$ cat src/rtl/ram_burst_ctrl_if.sv
// Host-side command / write-stream / read-stream bundle for ram_burst_ctrl.
// master = host side, slave = burst controller.
interface ram_burst_ctrl_if #(
    parameter int ADDR_W = 6,
    parameter int DATA_W = 8
);
    logic              cmd_valid;
    logic              cmd_ready;
    logic              cmd_rw;
    logic [ADDR_W-1:0] cmd_addr;
    logic [ADDR_W-1:0] cmd_len;
    logic [DATA_W-1:0] wr_data;
    logic              wr_valid;
    logic              wr_ready;
    logic [DATA_W-1:0] rd_data;
    logic              rd_valid;
    logic              done;
    logic              err;

    modport master (
        output cmd_valid, cmd_rw, cmd_addr, cmd_len, wr_data, wr_valid,
        input  cmd_ready, wr_ready, rd_data, rd_valid, done, err
    );

    modport slave (
        input  cmd_valid, cmd_rw, cmd_addr, cmd_len, wr_data, wr_valid,
        output cmd_ready, wr_ready, rd_data, rd_valid, done, err
    );
endinterface

$ cat src/rtl/ram_burst_ctrl.sv
// Burst sequencer in front of a synchronous RAM with a one-cycle registered read.
// Optional RAMCTRL_WRAP_ERR_EN: reject bursts that would wrap past the top address.
module ram_burst_ctrl #(
    parameter int ADDR_W = 6,
    parameter int DATA_W = 8
) (
    input  logic                clk,
    input  logic                rst_n,
    ram_burst_ctrl_if.slave     bus,
    output logic                ram_cs,
    output logic                ram_rw,
    output logic [ADDR_W-1:0]   ram_addr,
    output logic [DATA_W-1:0]   ram_din,
    input  logic [DATA_W-1:0]   ram_dout
);

    typedef enum logic [1:0] {IDLE, WRITE, READ, DRAIN} state_t;

    state_t              state_q, state_d;
    logic [ADDR_W-1:0]   addr_ptr_q, addr_ptr_d;
    logic [ADDR_W-1:0]   cnt_q, cnt_d;
    logic [ADDR_W-1:0]   ram_addr_q, ram_addr_d;
    logic [DATA_W-1:0]   ram_din_q, ram_din_d;
    logic                ram_cs_q, ram_cs_d;
    logic                ram_rw_q, ram_rw_d;
    logic                rd_valid_q, rd_valid_d;
    logic                cmd_acc, beat_acc, wrap_rej;
    logic                cmd_ready_c, wr_ready_c, done_c;

    assign cmd_acc  = bus.cmd_valid && (state_q == IDLE);
    assign beat_acc = bus.wr_valid && (state_q == WRITE);

`ifdef RAMCTRL_WRAP_ERR_EN
    logic err_q, err_d;

    assign wrap_rej = ({1'b0, bus.cmd_addr} + {1'b0, bus.cmd_len}) > {1'b0, {ADDR_W{1'b1}}};
    assign err_d    = cmd_acc && wrap_rej;
    assign bus.err  = err_q;

    always_ff @(posedge clk or negedge rst_n) begin
        if (!rst_n) err_q <= 1'b0;
        else        err_q <= err_d;
    end
`else
    assign wrap_rej = 1'b0;
    assign bus.err  = 1'b0;
`endif

    always_ff @(posedge clk or negedge rst_n) begin
        if (!rst_n) begin
            state_q    <= IDLE;
            addr_ptr_q <= '0;
            cnt_q      <= '0;
            ram_addr_q <= '0;
            ram_din_q  <= '0;
            ram_cs_q   <= 1'b0;
            ram_rw_q   <= 1'b0;
            rd_valid_q <= 1'b0;
        end else begin
            state_q    <= state_d;
            addr_ptr_q <= addr_ptr_d;
            cnt_q      <= cnt_d;
            ram_addr_q <= ram_addr_d;
            ram_din_q  <= ram_din_d;
            ram_cs_q   <= ram_cs_d;
            ram_rw_q   <= ram_rw_d;
            rd_valid_q <= rd_valid_d;
        end
    end

    // DRAIN holds while the last registered RAM access is still in flight, so
    // it ends only once the final write has landed or the final read returned.
    always_comb begin
        state_d = state_q;
        case (state_q)
            IDLE:    if (cmd_acc && !wrap_rej) state_d = bus.cmd_rw ? WRITE : READ;
            WRITE:   if (beat_acc && (cnt_q == '0)) state_d = DRAIN;
            READ:    if (cnt_q == '0) state_d = DRAIN;
            DRAIN:   if (!ram_cs_q) state_d = IDLE;
            default: state_d = IDLE;
        endcase
    end

    always_comb begin
        addr_ptr_d  = addr_ptr_q;
        cnt_d       = cnt_q;
        ram_addr_d  = ram_addr_q;
        ram_din_d   = ram_din_q;
        ram_cs_d    = 1'b0;
        ram_rw_d    = ram_rw_q;
        rd_valid_d  = ram_cs_q && !ram_rw_q;
        cmd_ready_c = (state_q == IDLE);
        wr_ready_c  = (state_q == WRITE);
        // Write done: last write on the RAM pins; read done: last byte back.
        done_c      = (state_q == DRAIN) &&
                      ((ram_cs_q && ram_rw_q) || (rd_valid_q && !ram_cs_q));
        case (state_q)
            IDLE: begin
                if (cmd_acc) begin
                    addr_ptr_d = bus.cmd_addr;
                    cnt_d      = bus.cmd_len;
                end
            end
            WRITE: begin
                if (beat_acc) begin
                    ram_cs_d   = 1'b1;
                    ram_rw_d   = 1'b1;
                    ram_addr_d = addr_ptr_q;
                    ram_din_d  = bus.wr_data;
                    addr_ptr_d = addr_ptr_q + ADDR_W'(1);
                    cnt_d      = cnt_q - ADDR_W'(1);
                end
            end
            READ: begin
                ram_cs_d   = 1'b1;
                ram_rw_d   = 1'b0;
                ram_addr_d = addr_ptr_q;
                addr_ptr_d = addr_ptr_q + ADDR_W'(1);
                cnt_d      = cnt_q - ADDR_W'(1);
            end
            default: ;
        endcase
    end

    assign bus.cmd_ready = cmd_ready_c;
    assign bus.wr_ready  = wr_ready_c;
    assign bus.done      = done_c;
    assign bus.rd_valid  = rd_valid_q;
    assign bus.rd_data   = ram_dout;
    assign ram_cs        = ram_cs_q;
    assign ram_rw        = ram_rw_q;
    assign ram_addr      = ram_addr_q;
    assign ram_din       = ram_din_q;

endmodule

$ cat src/flat_wrapper.sv
// flat-port wrapper written by rule: the top's interface ports become plain ports
module ram_burst_ctrl_flat 
#(
    parameter int ADDR_W = 6,
    parameter int DATA_W = 8
)
  (clk, rst_n, ram_cs, ram_rw, ram_addr, ram_din, ram_dout, bus_cmd_valid, bus_cmd_rw, bus_cmd_addr, bus_cmd_len, bus_wr_data, bus_wr_valid, bus_cmd_ready, bus_wr_ready, bus_rd_data, bus_rd_valid, bus_done, bus_err);
  ram_burst_ctrl_if #(.ADDR_W(ADDR_W), .DATA_W(DATA_W)) bus_i ();
  input  logic clk;
  input  logic rst_n;
  output logic ram_cs;
  output logic ram_rw;
  output logic [ADDR_W-1:0] ram_addr;
  output logic [DATA_W-1:0] ram_din;
  input  logic [DATA_W-1:0] ram_dout;
  input wire logic [$bits(bus_i.cmd_valid)-1:0] bus_cmd_valid;
  input wire logic [$bits(bus_i.cmd_rw)-1:0] bus_cmd_rw;
  input wire logic [$bits(bus_i.cmd_addr)-1:0] bus_cmd_addr;
  input wire logic [$bits(bus_i.cmd_len)-1:0] bus_cmd_len;
  input wire logic [$bits(bus_i.wr_data)-1:0] bus_wr_data;
  input wire logic [$bits(bus_i.wr_valid)-1:0] bus_wr_valid;
  output wire logic [$bits(bus_i.cmd_ready)-1:0] bus_cmd_ready;
  output wire logic [$bits(bus_i.wr_ready)-1:0] bus_wr_ready;
  output wire logic [$bits(bus_i.rd_data)-1:0] bus_rd_data;
  output wire logic [$bits(bus_i.rd_valid)-1:0] bus_rd_valid;
  output wire logic [$bits(bus_i.done)-1:0] bus_done;
  output wire logic [$bits(bus_i.err)-1:0] bus_err;
  assign bus_i.cmd_valid = bus_cmd_valid;
  assign bus_i.cmd_rw = bus_cmd_rw;
  assign bus_i.cmd_addr = bus_cmd_addr;
  assign bus_i.cmd_len = bus_cmd_len;
  assign bus_i.wr_data = bus_wr_data;
  assign bus_i.wr_valid = bus_wr_valid;
  assign bus_cmd_ready = bus_i.cmd_ready;
  assign bus_wr_ready = bus_i.wr_ready;
  assign bus_rd_data = bus_i.rd_data;
  assign bus_rd_valid = bus_i.rd_valid;
  assign bus_done = bus_i.done;
  assign bus_err = bus_i.err;
  ram_burst_ctrl #(.ADDR_W(ADDR_W), .DATA_W(DATA_W)) u_core (.clk(clk), .rst_n(rst_n), .bus(bus_i), .ram_cs(ram_cs), .ram_rw(ram_rw), .ram_addr(ram_addr), .ram_din(ram_din), .ram_dout(ram_dout));
endmodule
$ cat config.mk
export PLATFORM = sky130hd
export DESIGN_NAME = ram_burst_ctrl_flat
export DESIGN_NICKNAME = d
export VERILOG_FILES = /design/src/rtl/ram_burst_ctrl_if.sv /design/src/rtl/ram_burst_ctrl.sv /design/src/flat_wrapper.sv
export SDC_FILE = /design/constraint.sdc
export NUM_CORES = 1
export LEC_CHECK = 0
export BUFFER_PORTS_ARGS = -buffer_cell sky130_fd_sc_hd__buf_2
export CAP_MARGIN = 10
export CORE_AREA = 5 5 71 73
export CTS_CLUSTER_DIAMETER = 60
export DETAILED_ROUTE_END_ITERATION = 16
export DIE_AREA = 0 0 76 78
export PLACE_DENSITY = 0.74
export SLEW_MARGIN = 20
export SYNTH_ARGS = -nofsm -noshare
export SYNTH_HDL_FRONTEND = slang
export SYNTH_SLANG_ARGS = --single-unit
$ cat constraint.sdc
create_clock -name clk -period 3.8 [get_ports clk]
set_input_delay 0.95 -clock clk [delete_from_list [all_inputs] [get_ports clk]]
set_output_delay 0.95 -clock clk [all_outputs]
set_load 0.005 [all_outputs]
## Word level (Yosys, flattened, before mapping)

Cells that the tools add are included.

- Flip-flop bits (word level): 31
- Input port bits: 33
- Output and inout port bits: 29
- Word-level logic and storage cells: 54

- Add/sub/neg operators: 2
- Eq/ne operators: 8
- Multiplexer cells: 18
- Reduce and logical (&&, ||, !) cells: 18

Operators by type and width:

| kind | number |
|---|---|
| 6-bit case mux with 3 select lines | 2 |
| 6-bit 2-to-1 mux | 5 |
| 6-bit case mux with 2 select lines | 1 |
| 2-bit 2-to-1 mux | 5 |
| 2-bit by 1-bit != test with 1-bit output (second input constant) | 4 |
| 2-bit case mux with 4 select lines | 1 |
| 1-bit logical AND | 7 |
| 6-bit by 1-bit adder with 6-bit output (second input constant) | 1 |
| 6-bit logical NOT | 1 |
| 6-bit by 1-bit subtractor with 6-bit output (second input constant) | 1 |
| 2-bit == test (second input constant) | 2 |
| 1-bit case mux with 2 select lines | 2 |
| 2-bit AND reduction | 2 |
| 4-bit AND reduction | 1 |
| 3-bit AND reduction | 1 |
| 3-bit nonzero test | 1 |
| 2-bit by 1-bit == test with 1-bit output (second input constant) | 1 |
| 1-bit logical NOT | 2 |
| 2-bit logical NOT | 1 |
| 1-bit 2-to-1 mux | 2 |
| 2-bit != test (second input constant) | 1 |
| 2-bit nonzero test | 1 |
| 1-bit logical OR | 1 |

## Depth between registers and ports, before layout

Gate-level depths: netlist of run 1.

- Depth in word-level cells: 5
- Gate-level depth with buffers: 7
- Depth with buffers taken out: 6

## Worst setup path before layout of run 1

No wires, ideal clock.

- Path kind: input-to-output
- Start: in ram_dout[0]
- End: out bus_rd_data[0]
- Data arrival time: 1.061 ns
- Required time: 2.850 ns
- Path slack: 1.789 ns
- Stages on the path: 1
- Path buffers: 1
- Cells stage by stage: buf_4

RTL lines:

| element | line | RTL |
|---|---|---|
| start: declaration | flat_wrapper.sv:15 | `input logic [DATA_W-1:0] ram_dout;` |
| end: declaration | flat_wrapper.sv:24 | `output wire logic [$bits(bus_i.rd_data)-1:0] bus_rd_data;` |

No word-level cell between the ends.

## Worst setup path after layout of run 1

- Start: reg u_core.state_q[1]
- End: out bus_wr_ready

- Longest elaborated chain between the ends: 1

RTL lines:

| element | line | RTL |
|---|---|---|
| start: declaration | ram_burst_ctrl.sv:19 | `state_t state_q, state_d;` |
| start signal: assignment | ram_burst_ctrl.sv:60 | `state_q <= state_d;` |
| 2-bit by 1-bit == test with 1-bit output | ram_burst_ctrl.sv:93 | `wr_ready_c = (state_q == WRITE);` |
| end: declaration | flat_wrapper.sv:23 | `output wire logic [$bits(bus_i.wr_ready)-1:0] bus_wr_ready;` |

No other way between the ends.

==> impl_metrics.env, run 1 <==
export IMPL_die_area_sq_mm=0.00593
export IMPL_yosysSeqAreaShare=0.465
export IMPL_vias=1269
export IMPL_path_class="reg2out"
export IMPL_yosys_warnings=0
export IMPL_layout_common_cells="sky130_fd_sc_hd__buf_2 (44), sky130_fd_sc_hd__dfrtp_1 (31), sky130_fd_sc_hd__nand2_1 (16), sky130_fd_sc_hd__mux2_2 (13), sky130_fd_sc_hd__o21ai_0 (11)"
export IMPL_leakage_power_figure_nw=0.942
export IMPL_tcrit_tclk_final=0.595
export IMPL_fp_dieW_microns=76
export IMPL_timing_worst_slew_pin_value_ps=687
export IMPL_post_synthesis_cell_count=159
export IMPL_core_area_sq_mm=0.00429
export IMPL_worstPathRequired_ps=2850
export IMPL_route_antenna_remaining_nets=0
export IMPL_fp_dieH_microns=78
export IMPL_cts_hold_fix_buffers=0
export IMPL_power_density_mw_per_mm2=923
export IMPL_cts_setup_buffers=0
export IMPL_placement_rows=24
export IMPL_fin_skew_ps=6.55
export IMPL_cts_repair_resized=0
export IMPL_initial_core_util=0.389
export IMPL_clockBufferDepth=2
export IMPL_cts_root_buffer_cell="sky130_fd_sc_hd__clkbuf_8"
export IMPL_num_fill_cells=421
export IMPL_hold_violations=0
export IMPL_detail_route_iter0_violations=38
export IMPL_total_power_mw=1.80
export IMPL_cap_violations=0
export IMPL_grt_setup_unrepaired="false"
export IMPL_synthesis_area_per_instance_sq_um=10.5
export IMPL_timing_critical_path_to_type="output port"
export IMPL_clkSlewWorstSetupHoldPaths_ps=70
export IMPL_postSynth_asyncResetShare=1.00
export IMPL_wl_per_cell_microns=13.4
export IMPL_insertion_delay_ps=280
export IMPL_buffer_ports_inserted=44
export IMPL_drcViolationCount=0
export IMPL_routed_wl_microns=3330
export IMPL_grt_first_pass_wirelength_microns=5750
export IMPL_synth_enable_flop_cells=0
export IMPL_cts_htree_levels=2
export IMPL_max_slew_margin_rel=0.529
export IMPL_synth_fp_nets=201
export IMPL_drt_pass1_iterations=4
export IMPL_setup_viol=0
export IMPL_routed_via_density=5.12
export IMPL_clock_sinks=31
export IMPL_share_of_final_layout_standard_cells_stronger_than_drive_strength_1=0.352
export IMPL_outcome="complete, no violations"
export IMPL_layout_nets=238
export IMPL_slew_viol_final=0
export IMPL_period_minus_slack_ps=2260
export IMPL_first_global_vias=1200
export IMPL_grt_start_max_net_pins=32
export IMPL_power_ir_vdd_worst_uv=397
export IMPL_overflow=0
export IMPL_cts_inserted_buffers=5
export IMPL_num_io_pins=62
export IMPL_yosys_register_bits=31
export IMPL_startpoint_type="flip-flop"
export IMPL_maxClockFrequency_mhz=442
export IMPL_cts_tree="done"
export IMPL_insertedDiodeCount=0
export IMPL_areaGrowthSynthToFinish_pct=16.9
export IMPL_synthesis_area_sq_mm=0.00167
export IMPL_finalWeightedCongestion=0.782
export IMPL_final_common_cell="sky130_fd_sc_hd__buf_2"
export IMPL_hp_class="reg2reg"
export IMPL_worst_ep_arrival_time_ps=1310
export IMPL_cp_max_fo=7
export IMPL_grt_use_total=0.122
export IMPL_synth_top_flop_cell="sky130_fd_sc_hd__dfrtp_1"
export IMPL_grt_antenna_before_repair=0
export IMPL_netlist_cell_type_count=34
export IMPL_place_hpwl_microns=2450
export IMPL_final_setup_tns_ps=0
==> where the power goes <==
| part | internal (mW) | total (mW) | switching [mW] |
|---|---|---|---|
| combinational | 0.441 | 0.911 | 0.470 |
| sequential | 0.507 | 0.630 | 0.123 |
| clock | 0.142 | 0.261 | 0.119 |
==> flip-flops by register name, summed over array words and instances, names as in the netlist <==
name / flops
u_core.bus.rd_valid: 1
u_core.cnt_q: 6
u_core.state_q: 2
u_core.ram_addr: 6
u_core.ram_cs: 1
u_core.ram_din: 8
u_core.addr_ptr_q: 6
u_core.ram_rw: 1
==> path summary, 6_finish.rpt <==
kind / depth (start not counted) / slack [ps] / start / endpoint
setup reg to reg: 4 / 1560 / u_core.state_q[0]$_DFFE_PN0P_ / u_core.addr_ptr_q[2]$_DFFE_PN0P_
hold / removal: 2 / 480 / u_core.ram_addr[0]$_DFFE_PN0P_ / u_core.ram_addr[0]$_DFFE_PN0P_
min in group asynchronous: 1 / 710 / rst_n / u_core.addr_ptr_q[0]$_DFFE_PN0P_
setup / recovery: 3 / 1540 / u_core.state_q[1]$_DFFE_PN0P_ / bus_wr_ready
hold reg to reg: 2 / 480 / u_core.ram_addr[0]$_DFFE_PN0P_ / u_core.ram_addr[0]$_DFFE_PN0P_
max in group asynchronous: 1 / 2640 / rst_n / u_core.ram_din[4]$_DFFE_PN0P_
==> metal layers <==
layer	routed length [microns]	track usage	vias up	part of all wire
li1	-	-	630	-
met1	1460	0.149	588	0.44
met2	1550	0.182	41	0.46
met3	235	0.0417	10	0.071
met4	88	0.0783	0	0.026
met5	0	0	-	0
==> Yosys cell counts (all sizes together), types with 2 or more instances <==
cell type,n,area (sq um)
ha,9,113
or2,2,12.5
o22ai,5,31.3
and4,2,17.5
nor4,2,12.5
o211ai,2,15.0
buf,12,81.3
nor2,6,22.5
nor3,5,30.0
o221a,2,22.5
o21ai,11,55.1
mux2,13,146
and3,3,18.8
inv,7,26.3
dfrtp,31,776
a21oi,7,35.0
mux2i,8,80.1
nor2b,5,38.8
clkbuf,2,8.75
nand2,16,60.1
==> final cells by class <==
cell class                 instances  area [sq um]  share of cell area
clock buffer                       6          82.6              0.0423
clock inverter                     1          5.00             0.00256
inverter                           7          26.3              0.0135
multi-input combinational        107           777               0.398
sequential                        31           776               0.397
tap                               52          65.1              0.0333
timing repair buffer              44           220               0.113
==> worst max-delay path: stages, from the launching register on <==
cell and delay (ps):
sky130_fd_sc_hd__dfrtp_1 420, sky130_fd_sc_hd__inv_1 140, sky130_fd_sc_hd__ha_1 300, sky130_fd_sc_hd__buf_2 170
==> per-stage QoR <==
| step | utilization | setup slack [ps] | hold WS (ps) | instance area (sq um) | instances |
|---|---|---|---|---|---|
| after floorplan | - | 1790 | 472 | 1670 | 159 |
| after global placement | 0.434 | 1610 | 467 | 1860 | 241 |
| after detailed placement | 0.434 | 1540 | 471 | 1860 | 241 |
| after CTS | 0.455 | 1530 | 485 | 1950 | 248 |
| after global routing | 0.455 | 1400 | 504 | 1950 | 248 |
| final | 0.455 | 1540 | 485 | 1950 | 248 |
==> logic make-up (layout without fill, tap and decap cells) <==
family | after synthesis | in the layout | share of synthesized area
flops | 31 | 31 | 0.465
other cells | 1 | 1 | 0.00225
mux | 21 | 21 | 0.136
compound gates | 29 | 29 | 0.108
simple gates | 47 | 47 | 0.152
fa+ha+maj | 9 | 9 | 0.0675
buf+inv | 21 | 58 | 0.0697
Note: power is estimated with default switching activity, not from simulation.
==> inputs of run 2 (changes only) <==
Clock period 3.8 ns to 2.19 ns, I/O delays scaled along.
==> run 2 against run 1 <==
  * Utilization up 1.0 points
  * Cell count up 1.2%
  * Via count up 0.16%
  * Clock skew up 1.6 ps
  * Critical path depth up 3
  * Die area unchanged
  * Clock power up 130%
  * First-iteration DRC count up 16%
==> impl_metrics.env, run 2 (same netlist as run 1, synthesis figures left out) <==
export IMPL_final_common_cell="sky130_fd_sc_hd__buf_2"
export IMPL_leakage_power_figure_nw=0.966
export IMPL_hp_class="in2async"
export IMPL_cts_setup_buffers=0
export IMPL_worst_ep_arrival_time_ps=2200
export IMPL_clock_sinks=31
export IMPL_drcViolationCount=0
export IMPL_cts_inserted_buffers=5
export IMPL_final_setup_tns_ps=0
export IMPL_hold_violations=0
export IMPL_power_density_mw_per_mm2=1670
export IMPL_grt_setup_unrepaired="false"
export IMPL_grt_use_total=0.125
export IMPL_areaGrowthSynthToFinish_pct=19.6
export IMPL_first_global_vias=1277
export IMPL_worstPathRequired_ps=2370
export IMPL_routed_wl_microns=3520
export IMPL_path_class="reg2reg"
export IMPL_detail_route_iter0_violations=44
export IMPL_cap_violations=0
export IMPL_num_fill_cells=400
export IMPL_cp_max_fo=13
export IMPL_setup_viol=0
export IMPL_wl_per_cell_microns=14.0
export IMPL_startpoint_type="flip-flop"
export IMPL_fin_skew_ps=8.19
export IMPL_clkSlewWorstSetupHoldPaths_ps=70
export IMPL_share_of_final_layout_standard_cells_stronger_than_drive_strength_1=0.362
export IMPL_cts_hold_fix_buffers=0
export IMPL_clockBufferDepth=2
export IMPL_core_area_sq_mm=0.00429
export IMPL_timing_worst_slew_pin_value_ps=734
export IMPL_timing_critical_path_to_type="flip-flop"
export IMPL_final_core_utilization=0.465
export IMPL_cts_root_buffer_cell="sky130_fd_sc_hd__clkbuf_8"
export IMPL_slew_viol_final=0
export IMPL_outcome="complete, no violations"
export IMPL_period_minus_slack_ps=2020
export IMPL_grt_antenna_before_repair=0
export IMPL_drt_pass1_iterations=2
export IMPL_place_hpwl_microns=2640
export IMPL_cts_tree="done"
export IMPL_routed_via_density=5.06
export IMPL_fp_dieW_microns=76
export IMPL_number_of_flip_flops_under_the_largest_register_name=8
export IMPL_max_slew_margin_rel=0.508
export IMPL_route_antenna_remaining_nets=0
export IMPL_layout_common_cells="sky130_fd_sc_hd__buf_2 (44), sky130_fd_sc_hd__dfrtp_1 (31), sky130_fd_sc_hd__nand2_1 (16), sky130_fd_sc_hd__mux2_2 (13), sky130_fd_sc_hd__o21ai_0 (11)"
export IMPL_placement_rows=24
export IMPL_maxClockFrequency_mhz=495
export IMPL_grt_first_pass_wirelength_microns=5980
export IMPL_buffer_ports_inserted=44
export IMPL_power_ir_vdd_worst_uv=817
export IMPL_layout_nets=240
export IMPL_finalWeightedCongestion=0.788
export IMPL_initial_core_util=0.389
export IMPL_num_io_pins=62
export IMPL_grt_start_max_net_pins=32
export IMPL_vias=1271
export IMPL_fp_dieH_microns=78
export IMPL_overflow=0
export IMPL_cts_repair_resized=0
export IMPL_cts_htree_levels=2
export IMPL_insertedDiodeCount=0
export IMPL_insertion_delay_ps=290
export IMPL_die_area_sq_mm=0.00593
export IMPL_tcrit_tclk_final=0.923
run 2: cell count changes in the layout (fill, tap and decap cells not counted):
cell / delta
sky130_fd_sc_hd__bufinv_16: +1
sky130_fd_sc_hd__buf_4: +2
run 2: worst paths after layout:
check,startpoint,end,depth (start not counted),slack (ps)
worst min-delay path,rst_n,u_core.cnt_q[3]$_DFFE_PN0P_,1,290
worst max-delay path,u_core.state_q[1]$_DFFE_PN0P_,u_core.cnt_q[5]$_DFFE_PN0P_,6,170
worst max register to register,u_core.state_q[1]$_DFFE_PN0P_,u_core.cnt_q[5]$_DFFE_PN0P_,6,170
max in group asynchronous,rst_n,u_core.addr_ptr_q[4]$_DFFE_PN0P_,1,1460
min in group clk,bus_wr_data[5],u_core.ram_din[5]$_DFFE_PN0P_,2,480
worst min register to register,u_core.ram_addr[0]$_DFFE_PN0P_,u_core.ram_addr[0]$_DFFE_PN0P_,2,490
run 2: through the flow:
step | setup slack [ps] | hold WS [ps] | power (mW) | instances | cell area, sq um
after floorplan | 373 | 252 | 2.29 | 159 | 1670
after global placement | 268 | 459 | 2.70 | 243 | 1880
after detailed placement | 164 | 469 | 2.77 | 243 | 1880
after CTS | 152 | 330 | 3.37 | 251 | 2000
after global routing | 3.93 | 360 | 3.62 | 251 | 2000
final | 168 | 289 | 3.33 | 251 | 2000
run 2: worst max-delay path: stages (launching register included):
cell                      delay [ps]
sky130_fd_sc_hd__dfrtp_1         390
sky130_fd_sc_hd__inv_1           110
sky130_fd_sc_hd__ha_1            280
sky130_fd_sc_hd__nor2b_4         180
sky130_fd_sc_hd__nor3_2          600
sky130_fd_sc_hd__and4_1          300
sky130_fd_sc_hd__nor3_1           50
run 2: layout make-up:
class	count	area, sq um	share of cell area
Clock buffer	6	82.6	0.0414
Inverter	7	26.3	0.0132
Tap cell	52	65.1	0.0326
Multi-Input combinational cell	107	777	0.389
Timing Repair Buffer	46	235	0.118
Sequential cell	31	776	0.388
Clock inverter	2	35.0	0.0175
run 2: report_power, final:
part           total, mW  internal (mW)  switching (mW)
clock network      0.588          0.368           0.220
logic               1.65          0.794           0.855
registers           1.09          0.879           0.214
total               3.33           2.04            1.29
run 2: metal layers:
layer	routed length, microns	vias up	track usage
met5	0	-	0
met4	112	0	0.0783
met3	239	13	0.0394
met2	1550	38	0.187
met1	1610	592	0.157
li1	-	628	-
==> inputs of run 3 (changes only) <==
Settings changed: CELL_PAD_IN_SITES_DETAIL_PLACEMENT set to 1, CELL_PAD_IN_SITES_GLOBAL_PLACEMENT set to 1, CORE_AREA 5 5 71 73 to 2 2 72 74, DIE_AREA 0 0 76 78 to 0 0 74 76, PLACE_DENSITY 0.74 to 0.83, RECOVER_POWER set to 25.
==> run 3 against run 2 <==
  * The flow now finishes with violations (max-capacitance violations, max-slew violations)
  * Cell count rose by 7.2%
  * Critical path depth fell by 1
  * Final area rose by 2.1%
  * Routed wire length rose by 9.3%
  * Maximum frequency rose by 0.34%
  * Flip-flop and latch count did not move
  * Register-to-register slack barely moved
  * Total power rose by 4.3%
  * Clock power rose by 16%
  * Die area fell by 5.1%
  * Non-clock buffer count did not move
  * Sequential share of layout area fell by 0.81 points
==> impl_metrics.env, run 3 (same netlist as run 1, synthesis figures left out) <==
export IMPL_clkSlewWorstSetupHoldPaths_ps=70
export IMPL_routed_via_density=4.82
export IMPL_timing_reg2reg_setup_slack_ps=180
export IMPL_clockBufferDepth=2
export IMPL_routed_wl_microns=3840
export IMPL_timing_critical_path_to_type="flip-flop"
export IMPL_clock_sinks=31
export IMPL_outcome="finished with violations"
export IMPL_drt_pass1_iterations=4
export IMPL_share_of_final_layout_standard_cells_stronger_than_drive_strength_1=0.352
export IMPL_buffer_ports_inserted=44
export IMPL_globalRoute_busiestLayer="met2"
export IMPL_insertedDiodeCount=0
export IMPL_placement_rows=26
export IMPL_timing_worst_slew_pin_value_ps=1730
export IMPL_grt_first_pass_wirelength_microns=6360
export IMPL_core_area_sq_mm=0.00491
export IMPL_place_hpwl_microns=2850
export IMPL_groute_layer_met1_usage=0.183
export IMPL_met3_usage=0.0463
export IMPL_cp_max_fo=7
export IMPL_global_route_usage_met2=0.243
export IMPL_path_class="reg2reg"
export IMPL_hp_class="in2reg"
export IMPL_route_antenna_remaining_nets=0
export IMPL_cts_htree_levels=2
export IMPL_cap_violations=1
export IMPL_fp_dieW_microns=74
export IMPL_post_dp_cell_area_sq_mm=0.00190
export IMPL_setup_viol=0
export IMPL_insertion_delay_ps=290
export IMPL_leakage_power_figure_nw=0.969
export IMPL_initial_core_util=0.340
export IMPL_grt_setup_unrepaired="false"
export IMPL_slew_viol_final=32
export IMPL_final_setup_tns_ps=0
export IMPL_cts_hold_fix_buffers=0
export IMPL_worst_ep_arrival_time_ps=2190
export IMPL_final_common_cell="sky130_fd_sc_hd__buf_2"
export IMPL_first_global_vias=1350
export IMPL_holdWs_ps=488
export IMPL_failed_checks="max-capacitance violations, max-slew violations"
export IMPL_finalWeightedCongestion=0.751
export IMPL_vias=1297
export IMPL_cts_inserted_buffers=5
export IMPL_power_ir_vdd_worst_uv=423
export IMPL_cts_setup_buffers=0
export IMPL_num_io_pins=62
export IMPL_layout_common_cells="sky130_fd_sc_hd__buf_2 (43), sky130_fd_sc_hd__dfrtp_1 (31), sky130_fd_sc_hd__nand2_1 (16), sky130_fd_sc_hd__mux2_2 (13), sky130_fd_sc_hd__o21ai_0 (11)"
export IMPL_fin_skew_ps=4.77
export IMPL_overflow=0
export IMPL_grt_antenna_before_repair=0
export IMPL_areaGrowthSynthToFinish_pct=22.2
export IMPL_max_slew_margin_rel=-0.153
export IMPL_grt_start_max_net_pins=32
export IMPL_cts_tree="done"
export IMPL_fp_dieH_microns=76
export IMPL_tcrit_tclk_final=0.920
export IMPL_maxClockFrequency_mhz=496
export IMPL_grt_use_total=0.148
export IMPL_finalInstanceArea_sq_mm=0.00204
export IMPL_die_area_sq_mm=0.00562
export IMPL_cts_root_buffer_cell="sky130_fd_sc_hd__clkbuf_8"
export IMPL_drcViolationCount=0
export IMPL_startpoint_type="flip-flop"
export IMPL_period_minus_slack_ps=2010
export IMPL_wl_per_cell_microns=14.3
export IMPL_power_density_mw_per_mm2=1700
export IMPL_hold_violations=0
export IMPL_number_of_flip_flops_under_the_largest_register_name=8
export IMPL_detail_route_iter0_violations=31
export IMPL_layout_nets=240
export IMPL_worstPathRequired_ps=2360
## run 3: worst max-delay path: stages (launching register included)
cell                      delay (ps)
sky130_fd_sc_hd__dfrtp_1         400
sky130_fd_sc_hd__inv_1           110
sky130_fd_sc_hd__ha_1            290
sky130_fd_sc_hd__nor2b_4         190
sky130_fd_sc_hd__or4_1           630
sky130_fd_sc_hd__o221a_1         280
## run 3: report_power, final
group | switching, mW | internal (mW)
sequential | 0.222 | 0.879
combinational | 0.883 | 0.806
clock | 0.226 | 0.455
total | 1.33 | 2.14
## run 3: final cells by class
class	count	area [sq um]
Inverter	7	26.3
Clock inverter	2	60.1
Tap cell	70	87.6
Multi-Input combinational cell	107	783
Fill cell	584	2870
Timing Repair Buffer	46	234
Clock buffer	6	72.6
Sequential cell	31	776
## run 3: per-stage QoR
stage           util  setup WS, ps  total power [mW]  std cells
2_1_floorplan      -           373              2.29        159
3_3_place_gp   0.387           243              2.72        261
3_5_place_dp   0.387           129              2.82        261
4_1_cts        0.414           120              3.52        269
5_1_grt        0.415          78.9              3.79        269
6_report       0.415           175              3.47        269
## run 3: worst paths after layout
| path | startpoint | endpoint | cells after the start |
|---|---|---|---|
| min | bus_wr_data[3] | u_core.ram_din[3]$_DFFE_PN0P_ | 2 |
| max reg2reg | u_core.state_q[1]$_DFFE_PN0P_ | u_core.cnt_q[2]$_DFFE_PN0P_ | 5 |
| max in group asynchronous | rst_n | u_core.cnt_q[2]$_DFFE_PN0P_ | 1 |
| min reg2reg | u_core.ram_addr[0]$_DFFE_PN0P_ | u_core.ram_addr[0]$_DFFE_PN0P_ | 2 |
| min in group asynchronous | rst_n | u_core.ram_din[6]$_DFFE_PN0P_ | 1 |
| max | u_core.state_q[1]$_DFFE_PN0P_ | u_core.cnt_q[2]$_DFFE_PN0P_ | 5 |
## run 3: per-layer routing
| metal | up-vias | wire, microns |
|---|---|---|
| met5 | - | 0 |
| met4 | 0 | 39 |
| met3 | 4 | 214 |
| met2 | 39 | 1910 |
| met1 | 625 | 1680 |
| li1 | 629 | - |
## run 3: timing repair
action,in CTS,in global routing
gates resized for setup,0,1
endpoints found under the hold margin,0,0
setup endpoints to repair,0,2
